### src/rtl/mac_postproc.sv
// mac_postproc: post-processing stage behind the 27-tap convolution MAC.
// Queues MAC results, then applies bias, rounding, shift, activation and int8 saturation.
//
// Ports:
//   clk, rst_n            clock, asynchronous active-low reset
//   in_valid, mac_in      MAC done pulse and 24-bit unsigned result
//   bias, shift, act_mode per-result config, sampled with the pulse
//   out_valid, out_ready  valid/ready handshake towards the feature-map writer
//   out_data, out_sat     signed int8 result and "was clipped" flag
//   fifo_count, busy      input queue occupancy, anything queued or in flight
//   overflow, clr_ovf     sticky dropped-pulse flag and its clear
module mac_postproc #(
    parameter int DEPTH = 4
) (
    input  logic                     clk,
    input  logic                     rst_n,
    input  logic                     in_valid,
    input  logic [23:0]              mac_in,
    input  logic [15:0]              bias,
    input  logic [3:0]               shift,
    input  logic [1:0]               act_mode,
    output logic                     out_valid,
    input  logic                     out_ready,
    output logic [7:0]               out_data,
    output logic                     out_sat,
    output logic [$clog2(DEPTH):0]   fifo_count,
    output logic                     busy,
    output logic                     overflow,
    input  logic                     clr_ovf
);

    localparam int AW = $clog2(DEPTH);
    localparam int CW = AW + 1;
    localparam logic [CW-1:0] FULL = CW'(DEPTH);

    typedef struct packed {
        logic [23:0] mac;
        logic [15:0] bias;
        logic [3:0]  shift;
        logic [1:0]  mode;
    } entry_t;

    entry_t mem_q [DEPTH];

    logic [AW-1:0] wr_ptr_q, wr_ptr_d;
    logic [AW-1:0] rd_ptr_q, rd_ptr_d;
    logic [CW-1:0] count_q, count_d;
    logic          ovf_q, ovf_d;

    logic               s1_valid_q, s1_valid_d;
    logic signed [25:0] s1_r_q, s1_r_d;
    logic [3:0]         s1_shift_q, s1_shift_d;
    logic [1:0]         s1_mode_q, s1_mode_d;

    logic               s2_valid_q, s2_valid_d;
    logic signed [25:0] s2_a_q, s2_a_d;

    logic               out_valid_q, out_valid_d;
    logic [7:0]         out_data_q, out_data_d;
    logic               out_sat_q, out_sat_d;

    logic               out_adv, s2_en, s1_en;
    logic               pop, push, drop;
    entry_t             head;
    logic signed [25:0] b_sum, r_sum;
    logic [25:0]        rnd;
    logic signed [25:0] s2_shr, s2_act;

    always_comb begin
        // A stage may load when empty or when its contents move on this cycle.
        out_adv = !out_valid_q || out_ready;
        s2_en   = !s2_valid_q || out_adv;
        s1_en   = !s1_valid_q || s2_en;
        pop     = (count_q != '0) && s1_en;
        // A full queue still accepts when the head leaves in the same cycle.
        push    = in_valid && ((count_q != FULL) || pop);
        drop    = in_valid && !push;

        head  = mem_q[rd_ptr_q];
        b_sum = $signed({2'b00, head.mac})
              + $signed({{10{head.bias[15]}}, head.bias});
        rnd   = (head.shift != 4'd0) ? (26'd1 << (head.shift - 4'd1)) : 26'd0;
        r_sum = b_sum + $signed(rnd);

        s2_shr = s1_r_q >>> s1_shift_q;
        case (s1_mode_q)
            2'd1:    s2_act = s2_shr[25] ? 26'sd0 : s2_shr;
            2'd2:    s2_act = s2_shr[25] ? (s2_shr >>> 3) : s2_shr;
            default: s2_act = s2_shr;
        endcase

        wr_ptr_d = push ? wr_ptr_q + AW'(1) : wr_ptr_q;
        rd_ptr_d = pop ? rd_ptr_q + AW'(1) : rd_ptr_q;
        count_d  = count_q;
        if (push && !pop) count_d = count_q + CW'(1);
        if (pop && !push) count_d = count_q - CW'(1);

        // A drop coinciding with a clear leaves the flag set.
        ovf_d = drop ? 1'b1 : (clr_ovf ? 1'b0 : ovf_q);

        s1_valid_d = s1_valid_q;
        s1_r_d     = s1_r_q;
        s1_shift_d = s1_shift_q;
        s1_mode_d  = s1_mode_q;
        if (s1_en) begin
            s1_valid_d = pop;
            if (pop) begin
                s1_r_d     = r_sum;
                s1_shift_d = head.shift;
                s1_mode_d  = head.mode;
            end
        end

        s2_valid_d = s2_valid_q;
        s2_a_d     = s2_a_q;
        if (s2_en) begin
            s2_valid_d = s1_valid_q;
            if (s1_valid_q) s2_a_d = s2_act;
        end

        out_valid_d = out_valid_q;
        out_data_d  = out_data_q;
        out_sat_d   = out_sat_q;
        if (out_adv) begin
            out_valid_d = s2_valid_q;
            if (s2_valid_q) begin
                if (s2_a_q > 26'sd127) begin
                    out_data_d = 8'h7F;
                    out_sat_d  = 1'b1;
                end else if (s2_a_q < -26'sd128) begin
                    out_data_d = 8'h80;
                    out_sat_d  = 1'b1;
                end else begin
                    out_data_d = s2_a_q[7:0];
                    out_sat_d  = 1'b0;
                end
            end
        end
    end

    always_ff @(posedge clk) begin
        if (push) mem_q[wr_ptr_q] <= '{mac_in, bias, shift, act_mode};
    end

    always_ff @(posedge clk or negedge rst_n) begin
        if (!rst_n) begin
            wr_ptr_q    <= '0;
            rd_ptr_q    <= '0;
            count_q     <= '0;
            ovf_q       <= 1'b0;
            s1_valid_q  <= 1'b0;
            s1_r_q      <= '0;
            s1_shift_q  <= '0;
            s1_mode_q   <= '0;
            s2_valid_q  <= 1'b0;
            s2_a_q      <= '0;
            out_valid_q <= 1'b0;
            out_data_q  <= '0;
            out_sat_q   <= 1'b0;
        end else begin
            wr_ptr_q    <= wr_ptr_d;
            rd_ptr_q    <= rd_ptr_d;
            count_q     <= count_d;
            ovf_q       <= ovf_d;
            s1_valid_q  <= s1_valid_d;
            s1_r_q      <= s1_r_d;
            s1_shift_q  <= s1_shift_d;
            s1_mode_q   <= s1_mode_d;
            s2_valid_q  <= s2_valid_d;
            s2_a_q      <= s2_a_d;
            out_valid_q <= out_valid_d;
            out_data_q  <= out_data_d;
            out_sat_q   <= out_sat_d;
        end
    end

    assign out_valid  = out_valid_q;
    assign out_data   = out_data_q;
    assign out_sat    = out_sat_q;
    assign fifo_count = count_q;
    assign overflow   = ovf_q;
    assign busy       = (count_q != '0) || s1_valid_q || s2_valid_q || out_valid_q;

endmodule

### config.mk
export PLATFORM = sky130hd
export DESIGN_NAME = mac_postproc
export DESIGN_NICKNAME = d
export VERILOG_FILES = /design/src/rtl/mac_postproc.sv
export SDC_FILE = /design/constraint.sdc
export NUM_CORES = 1
export LEC_CHECK = 0
export BUFFER_PORTS_ARGS = -buffer_cell sky130_fd_sc_hd__buf_2
export CORE_ASPECT_RATIO = 2
export CORE_UTILIZATION = 55
export DETAILED_ROUTE_END_ITERATION = 8
export GPL_ROUTABILITY_DRIVEN = 0
export HOLD_SLACK_MARGIN = 0.05
export PLACE_DENSITY = 0.8
export SYNTH_ARGS = -nofsm -noshare
export SYNTH_HDL_FRONTEND = slang
export SYNTH_SLANG_ARGS = --single-unit
### constraint.sdc
create_clock -name clk -period 4.8 [get_ports clk]
set_clock_uncertainty 0.1 [all_clocks]
set_input_delay 0.48 -clock clk [delete_from_list [all_inputs] [get_ports clk]]
set_output_delay 0.48 -clock clk [all_outputs]
set_load 0.005 [all_outputs]
==> results.yml <==
status:
  outcome: "finished with violations"
  failed_checks: "design-rule violations"
sta:
  finalCritPeriodShare_pct: 90.7
  setup_ws_ps: 446
  rsz_0062_raised_after_global_routing: "false"
  totalNegativeSetupSlack_ps: 0
  actual_transition_at_the_worst_max_transition_pin_ps: 1070
  report.final.setup_viol: 0
  hold_violations: 0
  period_needed_ps: 4350
  slew_headroom_pct: 28.5
  finalMaxSlewViolations: 0
  max_freq_mhz: 230
worst_setup_path:
  path_common_cell: "fa_1"
  worstRegToRegCells: 9
  critical-path-top-delay-family: "compound AO/OA/AOI/OAI gates"
  worst-endpoint-arrival_ps: 4670
  critical_path_start_end_classification: "reg -> reg"
  crit_buf_inv: 1
  cp_cell_sequence: "buf_4 > mux4_2 > fa_1 > fa_1 > a211oi_1 > o21ai_1 > a21boi_0 > o21ai_2 > a221o_1"
  crit_path_max_fanout: 29
  worstSetupEndpointType: "flip-flop"
  critical_path.slowest_cell: "mux4_2"
  critPathRequiredTime_ps: 5120
  timing.critical_path.from_type: "flip-flop"
  rr_startpoint: "rd_ptr_q[0]"
  regToRegSetupSlack_ps: 450
  crit-reg2reg-capture: "s1_r_q[25]"
  timing.critical_path.slowest_cell_delay_ps: 610
clock_tree:
  tritoncts: "yes"
  clkSlewWorstSetupHoldPaths_ps: 70
  clock_tree.root_cell: "clkbuf_16"
  cts_inserted_buffers: 23
  cts.repair.resized: 0
  tritoncts_num_sinks: 262
  cts_buffer_depth: 3
  clock_insertion_delay_worst_skew_ps: 540
  htree_levels: 1
  postCtsSetupRepairBufs: 0
routing:
  ant_nets: 0
  routed-via-count: 8347
  drt_wl_total_um: 28900
  drt_drc_violations_left: 3
  drt_iter0_drc: 540
  firstDrtPassIters: 8
  vias_per_cell: 6.22
  post_drt_wl_per_cell_um: 21.6
logic_synthesis:
  synth-simple-area-share_pct: 8.45
  synthXorXnorAreaFrac_pct: 1.46
  synth-warning-count: 0
  async_reset_ff_share_pct: 29.8
  synth.lib_cells_used.distinct: 68
  multiplexer_fraction_of_the_synthesized_cell_area_pct: 15.1
  synth-edff-count: 184
  synth_area_um2: 13200
  prevailing_post_synth_register_cell: "edfxtp_1"
  synth_top_family_by_area: "multiplexers"
  synthAdderAreaFrac_pct: 6.32
  complex_gate_fraction_of_the_synthesized_area_pct: 9.27
  postSynthCellCount: 966
  synth.yosys.seq_area_share_pct: 56.5
  yosys_register_bits: 262
  syn_area_per_cell_um2: 13.7
  syn-num-nets: 1073
floorplanning:
  chipWidth_um: 112
  die-area_um2: 24700
  core_um2: 23700
  initial_utilization_pct: 55.8
  boundaryPins: 66
  placement_rows: 80
  die_y_um: 221
final_layout:
  area_growth_pct: 11.0
  layout.cells.non_filler: 1341
  nFillCells: 1702
  most-common-layout-cells: "184 x edfxtp_1, 105 x nand2_1, 76 x dfrtp_1"
  final_common_cell: "edfxtp_1"
  drive_gt1_share_pct: 20.4
  post_layout_util_pct: 61.9
  final_nets: 1145
  antenna_cells_inserted: 0
placement:
  placement.setup.worst_slack_ps: 509
  detailed_place_hpwl_um: 20600
  dpl.cell_count: 1283
  portBuffers: 65
global_route:
  grt_overflow: 0
  antenna_violations_before_repair: 0
  grt_use_total_pct: 24.4
  number_of_global_route_vias_before_repair: 8784
  grt_start_max_net_pins: 79
  grt_first_pass_wirelength_um: 46100
min_path:
  hold_end: "mem_q[0][29]"
  hold_path_class: "in -> reg"
  min_path_cells: 1
  min_from: "mac_in[7]"
job:
  max_cap_violations: 0
-- worst reg2reg max path, delay by kind of cell (launching register included) --
kind            cells  cell delay, ps
buf+inv             1             540
fa+ha+maj           2            1050
flops               1             490
mux                 1             620
compound gates      5            1430
-- layout make-up --
cell class	instances	area (um2)	share of cell area (%)
sequential	262	7480	50.9
multi-input combinational	624	5390	36.7
timing repair buffer	99	626	4.26
clock buffer	25	583	3.97
inverter	28	105	0.716
clock inverter	16	145	0.988
tap	287	359	2.44
-- flip-flops by register name (all words and copies together), names as in the netlist --
name        cells
s1_mode_q       2
overflow        1
out_valid       1
s2_a_q         26
fifo_count      3
wr_ptr_q        2
out_sat         1
rd_ptr_q        2
s1_valid_q      1
out_data        8
s2_valid_q      1
mem_q         184
s1_r_q         26
s1_shift_q      4
-- cells by family after synthesis --
family	after synthesis
DFF	262
muxes	106
adders and majority gates	56
buffers and inverters	80
and+or+nand+nor	244
AOI/OAI and AO/OA	195
xor gates and xnor gates	22
other	1
-- stage by stage --
step,area (um2),hold slack [ps]
6_report,14700,57.3
5_1_grt,14700,55.5
4_1_cts,14700,50.5
3_5_place_dp,13800,387
3_3_place_gp,13800,370
2_1_floorplan,13200,84.4
-- synth_stat cells (9+ instances only) --
| master | number | area, um2 |
|---|---|---|
| nand2_1 | 105 | 394 |
| edfxtp_1 | 184 | 5530 |
| a211oi_1 | 12 | 90.1 |
| nand3_1 | 9 | 45.0 |
| xor2_1 | 12 | 105 |
| clkbuf_1 | 19 | 71.3 |
| inv_1 | 27 | 101 |
| fa_1 | 18 | 360 |
| a21oi_1 | 53 | 265 |
| mux2_2 | 10 | 113 |
| ha_1 | 38 | 475 |
| xnor2_1 | 10 | 87.6 |
| mux2i_1 | 22 | 220 |
| dfrtp_1 | 78 | 1950 |
| nor2_1 | 55 | 206 |
| nor3_1 | 14 | 70.1 |
| nand4_1 | 13 | 81.3 |
| o21ai_0 | 65 | 325 |
| buf_2 | 20 | 100 |
| nand2b_1 | 10 | 62.6 |
| mux4_2 | 67 | 1510 |
-- per-layer routing --
| metal | global-route usage [%] | vias up | share of wire (%) |
|---|---|---|---|
| met5 | 0 | - | 0 |
| met4 | 15.3 | 0 | 6.5 |
| met3 | 2.63 | 106 | 3.0 |
| met2 | 46.9 | 248 | 57 |
| met1 | 24.5 | 4152 | 34 |
| li1 | - | 3841 | - |
-- worst max-delay path by stage --
stage / startpoint / endpoint / slack [ps] / depth (start not counted)
4_1_cts: rd_ptr_q[0] / s1_r_q[25] / 470 / 9
5_1_grt: rd_ptr_q[0] / s1_r_q[23] / 240 / 10
2_1_floorplan: rd_ptr_q[0] / s1_r_q[25] / 760 / 12
3_3_place_gp: rd_ptr_q[0] / s1_r_q[23] / 610 / 10
3_5_place_dp: rd_ptr_q[0] / s1_r_q[25] / 510 / 9
6_report: rd_ptr_q[0] / s1_r_q[25] / 450 / 9
-- timing repair --
action / 4_1_cts / 5_1_grt
hold buffers: 17 / 0
endpoints found under the hold margin: 54 / 0
setup endpoints to repair: 0 / 0
Power is not shown: default switching activity piles up to over one toggle a cycle in this logic, so the estimate is an artifact.
